===== config.mk =====
export PLATFORM = sky130hd
export DESIGN_NAME = tl_dbg_mon
export DESIGN_NICKNAME = d
export VERILOG_FILES = /design/src/rtl/tl_dbg_mon.sv
export SDC_FILE = /design/constraint.sdc
export NUM_CORES = 1
export LEC_CHECK = 0
export CORE_MARGIN = 5
export CORE_UTILIZATION = 60
export DETAILED_ROUTE_END_ITERATION = 7
export GPL_ROUTABILITY_DRIVEN = 0
export HOLD_SLACK_MARGIN = 0.03
export PLACE_DENSITY = 0.83
export SKIP_CTS_REPAIR_TIMING = 1
export SYNTH_ARGS = -nofsm -noshare
export SYNTH_HDL_FRONTEND = slang
export SYNTH_SLANG_ARGS = --single-unit
export TNS_END_PERCENT = 20

===== constraint.sdc =====
create_clock -name clk_i -period 4.3 [get_ports clk_i]
set_clock_uncertainty 0.05 [all_clocks]
set_input_delay 1.075 -clock clk_i [delete_from_list [all_inputs] [get_ports clk_i]]
set_output_delay 1.075 -clock clk_i [all_outputs]
set_load 0.03 [all_outputs]

===== src/rtl/tl_dbg_mon.sv =====
// Passive TL-UL monitor: outstanding-request table, per-transaction latency and a trace FIFO.
// Optional protocol checker enabled by defining TL_DBG_MON_PROTO_CHECK_EN.

package tlul_pkg;
    parameter int unsigned TL_AW  = 32;
    parameter int unsigned TL_DW  = 32;
    parameter int unsigned TL_AIW = 8;
    parameter int unsigned TL_DIW = 1;
    parameter int unsigned TL_SZW = 2;
    parameter int unsigned TL_DBW = TL_DW / 8;

    typedef enum logic [2:0] {
        PutFullData    = 3'h0,
        PutPartialData = 3'h1,
        Get            = 3'h4
    } tl_a_op_e;

    typedef enum logic [2:0] {
        AccessAck     = 3'h0,
        AccessAckData = 3'h1
    } tl_d_op_e;

    typedef struct packed {
        logic                a_valid;
        tl_a_op_e            a_opcode;
        logic [2:0]          a_param;
        logic [TL_SZW-1:0]   a_size;
        logic [TL_AIW-1:0]   a_source;
        logic [TL_AW-1:0]    a_address;
        logic [TL_DBW-1:0]   a_mask;
        logic [TL_DW-1:0]    a_data;
        logic                d_ready;
    } tl_h2d_t;

    typedef struct packed {
        logic                d_valid;
        tl_d_op_e            d_opcode;
        logic [2:0]          d_param;
        logic [TL_SZW-1:0]   d_size;
        logic [TL_AIW-1:0]   d_source;
        logic [TL_DIW-1:0]   d_sink;
        logic [TL_DW-1:0]    d_data;
        logic                d_error;
        logic                a_ready;
    } tl_d2h_t;
endpackage

module tl_dbg_mon #(
    parameter int unsigned NumOutstanding = 4,
    parameter int unsigned TraceDepth     = 8,
    parameter int unsigned LatW           = 8,
    parameter int unsigned CntW           = 16
) (
    input  logic                          clk_i,
    input  logic                          rst_ni,
    input  tlul_pkg::tl_h2d_t             tl_h2d_i,
    input  tlul_pkg::tl_d2h_t             tl_d2h_i,
    input  logic                          enable_i,
    input  logic                          clear_i,
    output logic                          trace_valid_o,
    input  logic                          trace_ready_i,
    output logic [tlul_pkg::TL_AW-1:0]    trace_addr_o,
    output logic [tlul_pkg::TL_AIW-1:0]   trace_source_o,
    output logic                          trace_write_o,
    output logic                          trace_error_o,
    output logic [LatW-1:0]               trace_lat_o,
    output logic [CntW-1:0]               req_cnt_o,
    output logic [CntW-1:0]               rsp_cnt_o,
    output logic [CntW-1:0]               drop_cnt_o,
    output logic                          overflow_o,
    output logic                          unmatched_o,
    output logic                          proto_err_o
);
    localparam int unsigned AW   = tlul_pkg::TL_AW;
    localparam int unsigned AIW  = tlul_pkg::TL_AIW;
    localparam int unsigned IdxW = (NumOutstanding > 1) ? $clog2(NumOutstanding) : 1;
    localparam int unsigned PtrW = $clog2(TraceDepth);
    localparam logic [LatW-1:0] LatMax   = '1;
    localparam logic [PtrW:0]   FifoFull = (PtrW + 1)'(TraceDepth);

    typedef struct packed {
        logic [AW-1:0]   addr;
        logic [AIW-1:0]  source;
        logic            write;
        logic            error;
        logic [LatW-1:0] lat;
    } trace_t;

    function automatic logic [CntW-1:0] sat_inc(input logic [CntW-1:0] v, input logic inc);
        return (inc && v != '1) ? v + CntW'(1) : v;
    endfunction

    logic a_hs, d_hs, a_write;
    assign a_hs    = tl_h2d_i.a_valid & tl_d2h_i.a_ready;
    assign d_hs    = tl_d2h_i.d_valid & tl_h2d_i.d_ready;
    assign a_write = (tl_h2d_i.a_opcode == tlul_pkg::PutFullData) |
                     (tl_h2d_i.a_opcode == tlul_pkg::PutPartialData);

    logic [NumOutstanding-1:0] tbl_valid_q;
    logic [AIW-1:0]            tbl_src_q   [NumOutstanding];
    logic [AW-1:0]             tbl_addr_q  [NumOutstanding];
    logic                      tbl_write_q [NumOutstanding];
    logic [LatW-1:0]           tbl_age_q   [NumOutstanding];

    // Lowest-index search over start-of-cycle state, so a slot freed now is not reused now.
    logic            match, free_avail;
    logic [IdxW-1:0] match_idx, free_idx;
    always_comb begin
        match      = 1'b0;
        match_idx  = '0;
        free_avail = 1'b0;
        free_idx   = '0;
        for (int i = NumOutstanding - 1; i >= 0; i--) begin
            if (tbl_valid_q[i] && tbl_src_q[i] == tl_d2h_i.d_source) begin
                match     = 1'b1;
                match_idx = IdxW'(i);
            end
            if (!tbl_valid_q[i]) begin
                free_avail = 1'b1;
                free_idx   = IdxW'(i);
            end
        end
    end

    logic zero_lat, alloc, ovf_set, rsp_hit, unm_set, push, req_inc, rsp_inc;
    assign zero_lat = a_hs & d_hs & enable_i & ~match &
                      (tl_h2d_i.a_source == tl_d2h_i.d_source);
    assign alloc    = a_hs & enable_i & ~zero_lat & free_avail;
    assign ovf_set  = a_hs & enable_i & ~zero_lat & ~free_avail;
    assign rsp_hit  = d_hs & match;
    assign unm_set  = d_hs & ~match & ~zero_lat;
    assign push     = enable_i & (rsp_hit | zero_lat);
    assign req_inc  = alloc | zero_lat;
    assign rsp_inc  = rsp_hit | zero_lat;

    trace_t push_data;
    always_comb begin
        if (zero_lat) begin
            push_data = '{addr: tl_h2d_i.a_address, source: tl_h2d_i.a_source, write: a_write,
                          error: tl_d2h_i.d_error, lat: '0};
        end else begin
            push_data = '{addr: tbl_addr_q[match_idx], source: tbl_src_q[match_idx],
                          write: tbl_write_q[match_idx], error: tl_d2h_i.d_error,
                          lat: tbl_age_q[match_idx]};
        end
    end

    // Age is stored one ahead: the register seen in cycle N+k already reads k.
    always_ff @(posedge clk_i or negedge rst_ni) begin
        if (!rst_ni) begin
            tbl_valid_q <= '0;
            for (int i = 0; i < NumOutstanding; i++) begin
                tbl_src_q[i]   <= '0;
                tbl_addr_q[i]  <= '0;
                tbl_write_q[i] <= 1'b0;
                tbl_age_q[i]   <= '0;
            end
        end else begin
            for (int i = 0; i < NumOutstanding; i++) begin
                if (tbl_valid_q[i] && tbl_age_q[i] != LatMax) begin
                    tbl_age_q[i] <= tbl_age_q[i] + LatW'(1);
                end
            end
            if (rsp_hit) begin
                tbl_valid_q[match_idx] <= 1'b0;
            end
            if (alloc) begin
                tbl_valid_q[free_idx] <= 1'b1;
                tbl_src_q[free_idx]   <= tl_h2d_i.a_source;
                tbl_addr_q[free_idx]  <= tl_h2d_i.a_address;
                tbl_write_q[free_idx] <= a_write;
                tbl_age_q[free_idx]   <= LatW'(1);
            end
        end
    end

    trace_t          mem_q [TraceDepth];
    logic [PtrW-1:0] wr_ptr_q, rd_ptr_q;
    logic [PtrW:0]   cnt_q;
    logic            fifo_full, pop, push_ok, drop;
    assign fifo_full = (cnt_q == FifoFull);
    assign pop       = trace_ready_i & (cnt_q != '0);
    assign push_ok   = push & (~fifo_full | pop);
    assign drop      = push & fifo_full & ~pop;

    always_ff @(posedge clk_i or negedge rst_ni) begin
        if (!rst_ni) begin
            wr_ptr_q <= '0;
            rd_ptr_q <= '0;
            cnt_q    <= '0;
            for (int i = 0; i < TraceDepth; i++) begin
                mem_q[i] <= '0;
            end
        end else if (clear_i) begin
            wr_ptr_q <= '0;
            rd_ptr_q <= '0;
            cnt_q    <= '0;
        end else begin
            if (push_ok) begin
                mem_q[wr_ptr_q] <= push_data;
                wr_ptr_q        <= wr_ptr_q + PtrW'(1);
            end
            if (pop) begin
                rd_ptr_q <= rd_ptr_q + PtrW'(1);
            end
            cnt_q <= cnt_q + (PtrW + 1)'(push_ok) - (PtrW + 1)'(pop);
        end
    end

    // Head fields read as zero whenever the FIFO is empty.
    trace_t head;
    assign head           = mem_q[rd_ptr_q];
    assign trace_valid_o  = (cnt_q != '0);
    assign trace_addr_o   = trace_valid_o ? head.addr   : '0;
    assign trace_source_o = trace_valid_o ? head.source : '0;
    assign trace_write_o  = trace_valid_o & head.write;
    assign trace_error_o  = trace_valid_o & head.error;
    assign trace_lat_o    = trace_valid_o ? head.lat    : '0;

    logic [CntW-1:0] req_cnt_q, rsp_cnt_q, drop_cnt_q;
    logic            overflow_q, unmatched_q;
    always_ff @(posedge clk_i or negedge rst_ni) begin
        if (!rst_ni) begin
            req_cnt_q   <= '0;
            rsp_cnt_q   <= '0;
            drop_cnt_q  <= '0;
            overflow_q  <= 1'b0;
            unmatched_q <= 1'b0;
        end else if (clear_i) begin
            req_cnt_q   <= '0;
            rsp_cnt_q   <= '0;
            drop_cnt_q  <= '0;
            overflow_q  <= 1'b0;
            unmatched_q <= 1'b0;
        end else begin
            req_cnt_q   <= sat_inc(req_cnt_q, req_inc);
            rsp_cnt_q   <= sat_inc(rsp_cnt_q, rsp_inc);
            drop_cnt_q  <= sat_inc(drop_cnt_q, drop);
            overflow_q  <= overflow_q | ovf_set;
            unmatched_q <= unmatched_q | unm_set;
        end
    end

    assign req_cnt_o   = req_cnt_q;
    assign rsp_cnt_o   = rsp_cnt_q;
    assign drop_cnt_o  = drop_cnt_q;
    assign overflow_o  = overflow_q;
    assign unmatched_o = unmatched_q;

`ifdef TL_DBG_MON_PROTO_CHECK_EN
    typedef struct packed {
        tlul_pkg::tl_a_op_e              opcode;
        logic [tlul_pkg::TL_SZW-1:0]     size;
        logic [AIW-1:0]                  source;
        logic [AW-1:0]                   addr;
        logic [tlul_pkg::TL_DBW-1:0]     mask;
        logic [tlul_pkg::TL_DW-1:0]      data;
    } a_pl_t;

    typedef struct packed {
        tlul_pkg::tl_d_op_e              opcode;
        logic [2:0]                      param;
        logic [tlul_pkg::TL_SZW-1:0]     size;
        logic [AIW-1:0]                  source;
        logic [tlul_pkg::TL_DIW-1:0]     sink;
        logic [tlul_pkg::TL_DW-1:0]      data;
        logic                            error;
    } d_pl_t;

    a_pl_t a_pl, a_pl_q;
    d_pl_t d_pl, d_pl_q;
    logic  a_valid_q, a_ready_q, d_valid_q, d_ready_q, proto_q, a_viol, d_viol;

    assign a_pl = '{opcode: tl_h2d_i.a_opcode, size: tl_h2d_i.a_size,
                    source: tl_h2d_i.a_source, addr: tl_h2d_i.a_address,
                    mask: tl_h2d_i.a_mask, data: tl_h2d_i.a_data};
    assign d_pl = '{opcode: tl_d2h_i.d_opcode, param: tl_d2h_i.d_param,
                    size: tl_d2h_i.d_size, source: tl_d2h_i.d_source,
                    sink: tl_d2h_i.d_sink, data: tl_d2h_i.d_data, error: tl_d2h_i.d_error};

    // A stalled beat from last cycle must still be presented, unchanged.
    assign a_viol = a_valid_q & ~a_ready_q & (~tl_h2d_i.a_valid | (a_pl != a_pl_q));
    assign d_viol = d_valid_q & ~d_ready_q & (~tl_d2h_i.d_valid | (d_pl != d_pl_q));

    always_ff @(posedge clk_i or negedge rst_ni) begin
        if (!rst_ni) begin
            a_valid_q <= 1'b0;
            a_ready_q <= 1'b0;
            d_valid_q <= 1'b0;
            d_ready_q <= 1'b0;
            a_pl_q    <= '0;
            d_pl_q    <= '0;
            proto_q   <= 1'b0;
        end else begin
            a_valid_q <= tl_h2d_i.a_valid;
            a_ready_q <= tl_d2h_i.a_ready;
            d_valid_q <= tl_d2h_i.d_valid;
            d_ready_q <= tl_h2d_i.d_ready;
            a_pl_q    <= a_pl;
            d_pl_q    <= d_pl;
            proto_q   <= clear_i ? 1'b0 : (proto_q | a_viol | d_viol);
        end
    end

    assign proto_err_o = proto_q;

    logic unused_fields;
    assign unused_fields = ^tl_h2d_i.a_param;
`else
    assign proto_err_o = 1'b0;

    logic unused_fields;
    assign unused_fields = ^{tl_h2d_i.a_param, tl_h2d_i.a_size, tl_h2d_i.a_mask,
                             tl_h2d_i.a_data, tl_d2h_i.d_opcode, tl_d2h_i.d_param,
                             tl_d2h_i.d_size, tl_d2h_i.d_sink, tl_d2h_i.d_data};
`endif

endmodule


* Word level (Yosys, flattened, before mapping)
Index checks and enable logic that the tools add are counted.
Cells by class: $lt $le $gt $ge 10, bitwise gates (word level) 42, add/sub/neg operators 11, multiplexer cells 71, reductions and logical operators 23, equality and inequality tests 14
Operators with widths (count):
- bitwise mux 400 bit | 1
- 2-to-1 mux 50 bit | 4
- 2-to-1 mux 32 bit | 5
- binary-select mux 50 bit (select 3 bit) | 1
- demux 50 bit (select 3 bit) | 1
- bitwise mux 128 bit | 1
- 2-to-1 mux 16 bit | 6
- 2-to-1 mux 8 bit | 11
- binary-select mux 32 bit (select 2 bit) | 1
- demux 32 bit (select 2 bit) | 1
- adder 16 x 1 -> 16 bit (second input constant) | 3
- != test 16 bit (second input constant) | 3
- equality test 8 bit | 5
- adder 8 x 1 -> 8 bit (second input constant) | 4
- binary-select mux 8 bit (select 2 bit) | 2
- bitwise mux 32 bit | 1
- != test 8 bit (second input constant) | 4
- bitwise AND 28 bit | 1
- inverter 28 bit | 1
- bitwise AND 1 bit | 20
- demux 8 bit (select 2 bit) | 1
- 2-to-1 mux 2 bit | 8
- logical AND 1 bit | 15
- 2-to-1 mux 1 bit | 15
- other kinds (27) | 56
Word-level totals: bits of input ports 143, flip-flop bits (word level) 660, word-level logic and storage cells 236, output and inout port bits 102

* Depth between registers and ports, before layout
Gate-level depths: netlist of run 1.
depth in word-level cells 16, mapped depth 15, gate-level depth less buffers 13

* Worst setup path after synthesis of run 1
No wires, ideal clock.
path kind input to register, start point input port tl_d2h_i[38] in the netlist's numbering, end point register cnt_q[2], stages 14, data arrival time 3.565 ns, path slack 0.553 ns, setup time 0.132 ns, buffers on the path 2, cell sequence buf_4 xor2_1 nor4_1 and3_1 buf_4 nor4_2 a211oi_4 inv_1 ha_1 inv_1 ha_1 fa_1 xnor2_1 nor2_1
Between the ends: word-level cells in the longest chain between the ends 15, elaborated cells on any way between the ends 23, those cells by class add/sub: 2; eq/ne: 5; mux: 5; bitwise: 7; reduce/logical: 4
Ends and longest elaborated chain:
- start, declared | RTL line 57 | input tlul_pkg::tl_d2h_t tl_d2h_i,
- equality test 8 bit | RTL line 114 | if (tbl_valid_q[i] && tbl_src_q[i] == tl_d2h_i.d_source) begin
- logical AND 1 bit | RTL line 114
- 2-to-1 mux 1 bit (4 in series) | RTL line 114
- inverter 1 bit | RTL line 126 | assign zero_lat = a_hs & d_hs & enable_i & ~match &
- bitwise AND 1 bit (2 in series) | RTL line 126
- bitwise OR 1 bit (*) | RTL line 132 | assign push = enable_i & (rsp_hit | zero_lat);
- bitwise AND 1 bit (*) | RTL line 132
- bitwise AND 1 bit (*) | RTL line 183 | assign push_ok = push & (~fifo_full | pop);
- adder 4 x 1 -> 4 bit (*) | RTL line 206 | cnt_q <= cnt_q + (PtrW + 1)'(push_ok) - (PtrW + 1)'(pop);
- subtractor 4 x 1 -> 4 bit (*) | RTL line 206
- 2-to-1 mux 4 bit (*) | RTL line 194 | end else if (clear_i) begin
- end signal, assigned | RTL line 206
- end, declared | RTL line 179 | logic [PtrW:0] cnt_q;
Every way passes the cells marked *; elsewhere a longest branch is shown, timed or not. A chain may end at the register's enable or synchronous reset.

* Final worst setup path of run 1
start point register rd_ptr_q[0], end point output port trace_addr_o[27] in the netlist's numbering
Between the ends: word-level cells in the longest chain between the ends 5
Ends and longest elaborated chain:
- start, declared | RTL line 178 | logic [PtrW-1:0] wr_ptr_q, rd_ptr_q;
- start signal, assigned | RTL line 204 | rd_ptr_q <= rd_ptr_q + PtrW'(1);
- inverter 3 -> 4 bit (implied by the code) | RTL line 212 | assign head = mem_q[rd_ptr_q];
- binary-select mux 50 bit (select 3 bit) | RTL line 212
- 2-to-1 mux 50 bit (implied by the code) (2 in series) | RTL line 212
- 2-to-1 mux 32 bit | RTL line 214 | assign trace_addr_o = trace_valid_o ? head.addr : '0;
- end, declared | RTL line 62 | output logic [tlul_pkg::TL_AW-1:0] trace_addr_o,
Every way passes these cells. The select of a mux whose other input is x is not followed.

==> results of run 1 <==
==> stage by stage <==
stage | total power, mW | setup WS, ns
floorplan | 10.59 | 0.5534
global placement | 11.86 | 0.02755
detailed placement | 12.14 | -0.1141
CTS | 18.23 | -0.03201
global route | 19.02 | -0.004142
finish | 18.37 | 0.02544
==> final timing paths <==
path / start / cells past startpoint / endpoint / slack (ns)
worst max-delay path: rd_ptr_q[0] / 5 / trace_addr_o[27] / 0.03
worst min-delay path: rst_ni / 1 / req_cnt_o[4] / 0.41
worst max register to register: tbl_src_q[27] / 8 / mem_q[111] / 0.99
worst min register to register: mem_q[223] / 2 / mem_q[223] / 0.43
max in group asynchronous: rst_ni / 2 / rd_ptr_q[1] / 2.68
min in group clk_i: mem_q[223] / 2 / mem_q[223] / 0.43
==> worst max-delay path, stage by stage (launching register included) <==
cell and delay, ns:
dfrtp_4 0.59, buf_4 0.31, mux4_2 0.56, mux2i_1 0.22, nor2_1 0.17, clkdlybuf4s50_1 0.68
==> cell type report <==
| cell class | instances | area, µm² |
|---|---|---|
| multi-input combinational | 1965 | 14490 |
| clock inverter | 18 | 255.2 |
| timing repair buffer | 336 | 3411 |
| tap | 688 | 860.8 |
| antenna | 3 | 7.507 |
| fill | 3336 | 14980 |
| inverter | 22 | 82.58 |
| sequential | 660 | 16530 |
| clock buffer | 101 | 2039 |
==> synth_stat cells, types with 27 or more instances <==
library cell | count | area, µm²
mux2i_1 | 55 | 550.5
a21oi_1 | 82 | 410.4
mux4_2 | 100 | 2252
mux2_2 | 158 | 1779
nor2_1 | 160 | 600.6
nand3_1 | 79 | 395.4
a22o_1 | 40 | 350.3
dfrtp_1 | 660 | 16520
xor2_1 | 27 | 236.5
xnor2_1 | 52 | 455.4
nor3_2 | 41 | 410.4
clkbuf_1 | 137 | 514.2
nand2_1 | 438 | 1644
buf_2 | 37 | 185.2
o21ai_0 | 144 | 720.7
o31ai_1 | 337 | 2530
==> registers in the layout, indices dropped and copies added, names as in the netlist <==
register	flops
rd_ptr_q	3
cnt_q	4
overflow_o	1
tbl_write_q	4
tbl_addr_q	128
req_cnt_o	16
tbl_valid_q	4
mem_q	400
unmatched_o	1
rsp_cnt_o	16
tbl_src_q	32
wr_ptr_q	3
drop_cnt_o	16
tbl_age_q	32
==> report_power, final <==
part	leakage [nW]	internal, mW	switching (mW)
registers	8.86	7.13	0.750
logic	5.83	1.87	2.50
clock network	1.12	3.64	2.47
total	15.8	12.6	5.72
==> logic make-up (layout without fill, tap and decap cells) <==
group | count (synthesis) | after routing | synth area share (%)
other cells | 1 | 4 | 0.01174
flops | 660 | 660 | 51.69
buf+inv | 242 | 477 | 3.391
xor+xnor | 79 | 79 | 2.165
mux | 329 | 329 | 14.90
fa+ha+maj | 16 | 16 | 0.6500
simple gates | 895 | 895 | 13.44
compound gates | 645 | 645 | 13.75
==> layer usage <==
| layer | vias up | track usage, % | part of all wire (%) |
|---|---|---|---|
| li1 | 10850 | - | - |
| met1 | 13120 | 44.01 | 36 |
| met2 | 1848 | 53.67 | 47 |
| met3 | 384 | 9.233 | 12 |
| met4 | 0 | 13.93 | 4.3 |
| met5 | - | 0 | 0 |
==> flow_summary.ini, run 1 <==
[timing]
finalSetupViolCount = 0
period_minus_slack_ns = 4.275
setup_tns_ns = 0
fin_crit_sh_pct = 99.41
fmaxAchievable_mhz = 233.9
relSlewSlack_pct = 31.86
holdWs_ns = 0.4068
hold_viol = 0
tightest_slew_ns = 1.018
drv_slew = 0

[clock_tree]
path_clk_slew_ns = 0.06
cts_inserted_buffers = 67
cts.sinks = 660
insertion_delay_ns = 0.61
htree_levels = 3
cts_tree = yes
cts_root_buf = clkbuf_16
clockBufferDepth = 3

[yosys]
ys_types = 60
syn_nets = 3026
synth-main-ff-cell = dfrtp_1
synth.yosys.warnings = 0
synth.cell_area_um2 = 31950
synth_cells = 2867
ys_async_sr_fraction_pct = 100.0
ys_ff_latch = 660
syn_avg_cell_area_um2 = 11.15
synth-edff-count = 0
yosysSeqAreaShare_pct = 51.69

[power]
ir_drop_mv = 0.3475
power_density_nw_per_um2 = 487.5
total_leakage_power_nw = 15.81

[hold_path]
min-delay-path-class = primary input to asynchronous set/reset pin

[detailed_routing]
dr.pass1.iters = 7
routed_via_density = 6.909
wl_per_cell_um = 25.89
ant_nets = 0
dr.first_iter.drc_count = 3201
num_vias = 26210
drt_wl_total_um = 98210
drc = 0

[layout]
final_util_pct = 71.55
area_growth_pct = 17.90
layout_common_cells = dfrtp_1 (657), nand2_1 (438), o31ai_1 (336)
nNetsFinal = 3211
stdcell_count = 3793
layout-drive-gt1-share_pct = 20.34
mostFrequentLayoutCell = dfrtp_1
design_area_um2 = 37670

[critical_path]
endpoint_kind = output pin
crit_path_start_kind = flop
cp.arrival_ns = 3.15
crit_required_ns = 3.17
crit_type = flop to output pin
path_max_fanout = 13

[run_status]
status = completed

[grt]
grt_pass1_wl_um = 152400
grt_util_all_layers_pct = 33.55
antenna_found_initial = 3
grt_start_max_net_pins = 112
grt.overflow.total = 0
grt_pass1_vias = 27020

[floorplanning]
die_w_um = 240.8
die_area_um2 = 57970
initial_utilization_pct = 60.68
io_pins = 245
num_rows = 84
fp.dieH_um = 240.8
coreArea_um2 = 52660

[placement]
port_buffers = 160
dp.cells = 3664
dp_hpwl_um = 60760
placed_area_um2 = 35320

[run]
cap_violations = 0
Note: power is estimated with default switching activity, not from simulation.
==> run 2: changes to the inputs <==
--- a/config.mk
+++ b/config.mk
@@ -5,12 +5,13 @@
 export SDC_FILE = /design/constraint.sdc
 export NUM_CORES = 1
 export LEC_CHECK = 0
+export ABC_AREA = 1
 export CORE_MARGIN = 5
-export CORE_UTILIZATION = 60
+export CORE_UTILIZATION = 50
 export DETAILED_ROUTE_END_ITERATION = 7
 export GPL_ROUTABILITY_DRIVEN = 0
-export HOLD_SLACK_MARGIN = 0.03
-export PLACE_DENSITY = 0.83
+export HOLD_SLACK_MARGIN = 0.1
+export PLACE_DENSITY = 0.71
 export SKIP_CTS_REPAIR_TIMING = 1
 export SYNTH_ARGS = -nofsm -noshare
 export SYNTH_HDL_FRONTEND = slang
==> run 2 against run 1 <==
  * Combinational power rose by 34%
  * Clock power rose by 6.1%
  * Global-route usage is 5.4 points lower
  * Core utilization down 12 points
  * Synthesized area is 6.9% higher
  * Clock-buffer cell count is the same
  * Die area grew 27%
==> flow_summary.ini, run 2 <==
[critical_path]
path_max_fanout = 40
crit_slowest_cell = dfrtp_4
endpoint_kind = output pin
crit_required_ns = 3.17
crit_type = flop to output pin
crit_path_start_kind = flop
crit_path_cell_trace = buf_4 > nor2_1 > nor2_1 > o21ai_0 > a31oi_1 > clkdlybuf4s50_1
cp_common_cell = nor2_1
cp.arrival_ns = 3.07
cpPeakStageDelay_ns = 0.77

[yosys]
yosysMostFrequentCell = nand2_1
synth_area_leaders = dfrtp_1 (48%), nand2_1 (22%), nor2_1 (5.8%), nand3_1 (5.3%), o21ai_0 (4.7%)
ys_types = 44
synth.cell_area_um2 = 34160
syn_nets = 4866
synth.yosys.warnings = 0
synth_top_family_by_area = simple AND/OR/NAND/NOR gates
synth-xor-area-share_pct = 1.458
synth_top_area_cell = dfrtp_1
muxShareOfSynthArea_pct = 0
synth_cells = 4707
synth-edff-count = 0
synth_compound_area_share_pct = 7.252
yosysSeqAreaShare_pct = 48.35
syn_avg_cell_area_um2 = 7.257
ys_async_sr_fraction_pct = 100.0
netlist_top_cells_count = nand2_1 (1972), dfrtp_1 (660), nor2_1 (524)
ys_ff_latch = 660
synth_fa_ha_area_share_pct = 0.6080
synth-main-ff-cell = dfrtp_1
synth-simple-area-share_pct = 35.40
synth_top_area_share_pct = 48.35

[detailed_routing]
routed_via_density = 5.585
wl_met1_um = 44530
drc = 0
ant_nets = 0
wl_per_cell_um = 18.40
met2WireLength_um = 48810
dr.pass1.iters = 6
top_layer = met4
dr.first_iter.drc_count = 3318
dr_wl_met3_um = 8935
num_vias = 32100
drt_wl_total_um = 105800

[power]
power_density_nw_per_um2 = 490.7
total_leakage_power_nw = 21.16
ir_drop_mv = 0.3568

[clock_tree]
cts_root_buf = clkbuf_16
clockBufferDepth = 3
cts_tree = yes
cts.sinks = 660
path_clk_slew_ns = 0.06
cts_inserted_buffers = 74
insertion_delay_ns = 0.63
htree_levels = 3

[floorplanning]
die_area_um2 = 73650
initial_utilization_pct = 50.60
fp.dieH_um = 271.4
coreArea_um2 = 67510
num_rows = 95
die_w_um = 271.4
io_pins = 245

[layout]
diodes = 0
layout-drive-gt1-share_pct = 7.610
design_area_um2 = 40010
final_util_pct = 59.26
regMostFlops = mem_q
layout_common_cells = nand2_1 (1967), dfrtp_1 (658), nor2_1 (520)
largest_register_ff_count = 400
area_growth_pct = 17.12
mostFrequentLayoutCell = nand2_1
largestRegisters = mem_q (400), tbl_addr_q (128)
nNetsFinal = 4976

[timing]
setup_tns_ns = 0
fin_crit_sh_pct = 97.62
hold_viol = 0
drv_slew = 0
tightest_slew_ns = 0.9807
finalSetupViolCount = 0
period_minus_slack_ns = 4.198
fmaxAchievable_mhz = 238.2
holdWs_ns = 0.3876
rsz0062_at_grt = false
relSlewSlack_pct = 34.55

[grt]
grt_start_max_net_pins = 103
antenna_found_initial = 0
grt_pass1_wl_um = 169200
grt_pass1_vias = 30820
grt_util_all_layers_pct = 28.15
grt.overflow.total = 0

[placement]
placed_area_um2 = 37520
dp_hpwl_um = 63240
port_buffers = 160

[run]
cap_violations = 0

[run_status]
status = completed

[hold_path]
min-delay-path-class = primary input to asynchronous set/reset pin
## run 2: through the flow
step / std cells / total power, mW / setup WS (ns)
6_report: 5748 / 19.63 / 0.1021
5_1_grt: 5748 / 20.58 / 0.001810
4_1_cts: 5748 / 19.66 / -0.005387
3_5_place_dp: 5614 / 13.17 / 0.06859
3_3_place_gp: 5614 / 13.09 / 0.1261
2_1_floorplan: 4707 / 10.61 / 0.8364
## run 2: logic make-up after synthesis
kind of cell | count (synthesis)
and+or+nand+nor | 2991
AOI/OAI and AO/OA | 461
buffers and inverters | 522
other | 1
adders and majority gates | 16
DFF | 660
xor gates and xnor gates | 56
## run 2: final timing paths
kind / start / endpoint / slack (ns) / depth (start not counted)
max: rd_ptr_q[0] / trace_addr_o[21] / 0.10 / 6
min: rst_ni / req_cnt_o[7] / 0.39 / 1
max reg2reg: cnt_q[2] / mem_q[92] / 1.21 / 12
min reg2reg: tbl_addr_q[74] / tbl_addr_q[74] / 0.42 / 2
max in group asynchronous: rst_ni / mem_q[222] / 2.82 / 2
min in group clk_i: tbl_addr_q[74] / tbl_addr_q[74] / 0.42 / 2
## run 2: area by class of cell
type / count / area (µm²)
Clock buffer: 101 / 2103
Clock inverter: 33 / 372.9
Fill cell: 6075 / 27510
Inverter: 241 / 912.1
Multi-Input combinational cell: 3525 / 15360
Sequential cell: 660 / 16520
Tap cell: 873 / 1092
Timing Repair Buffer: 315 / 3647
## run 2: critical path: cells and delay by family (launching register included)
kind                   cells  cell delay [ns]
AO/OA/AOI/OAI              2             0.44
buffers and inverters      2             1.05
flip-flops                 1             0.77
AND/OR/NAND/NOR            2             0.18
## run 2: layer usage
layer	up-vias	track usage [%]
li1	15150	-
met1	15220	39.09
met2	1472	45.61
met3	260	3.939
met4	0	10.06
met5	-	0
## run 2: report_power, final
group | total [mW] | switching, mW | internal [mW]
Clock | 6.48 | 2.67 | 3.81
Combinational | 5.87 | 3.71 | 2.16
Sequential | 7.28 | 0.475 | 6.80
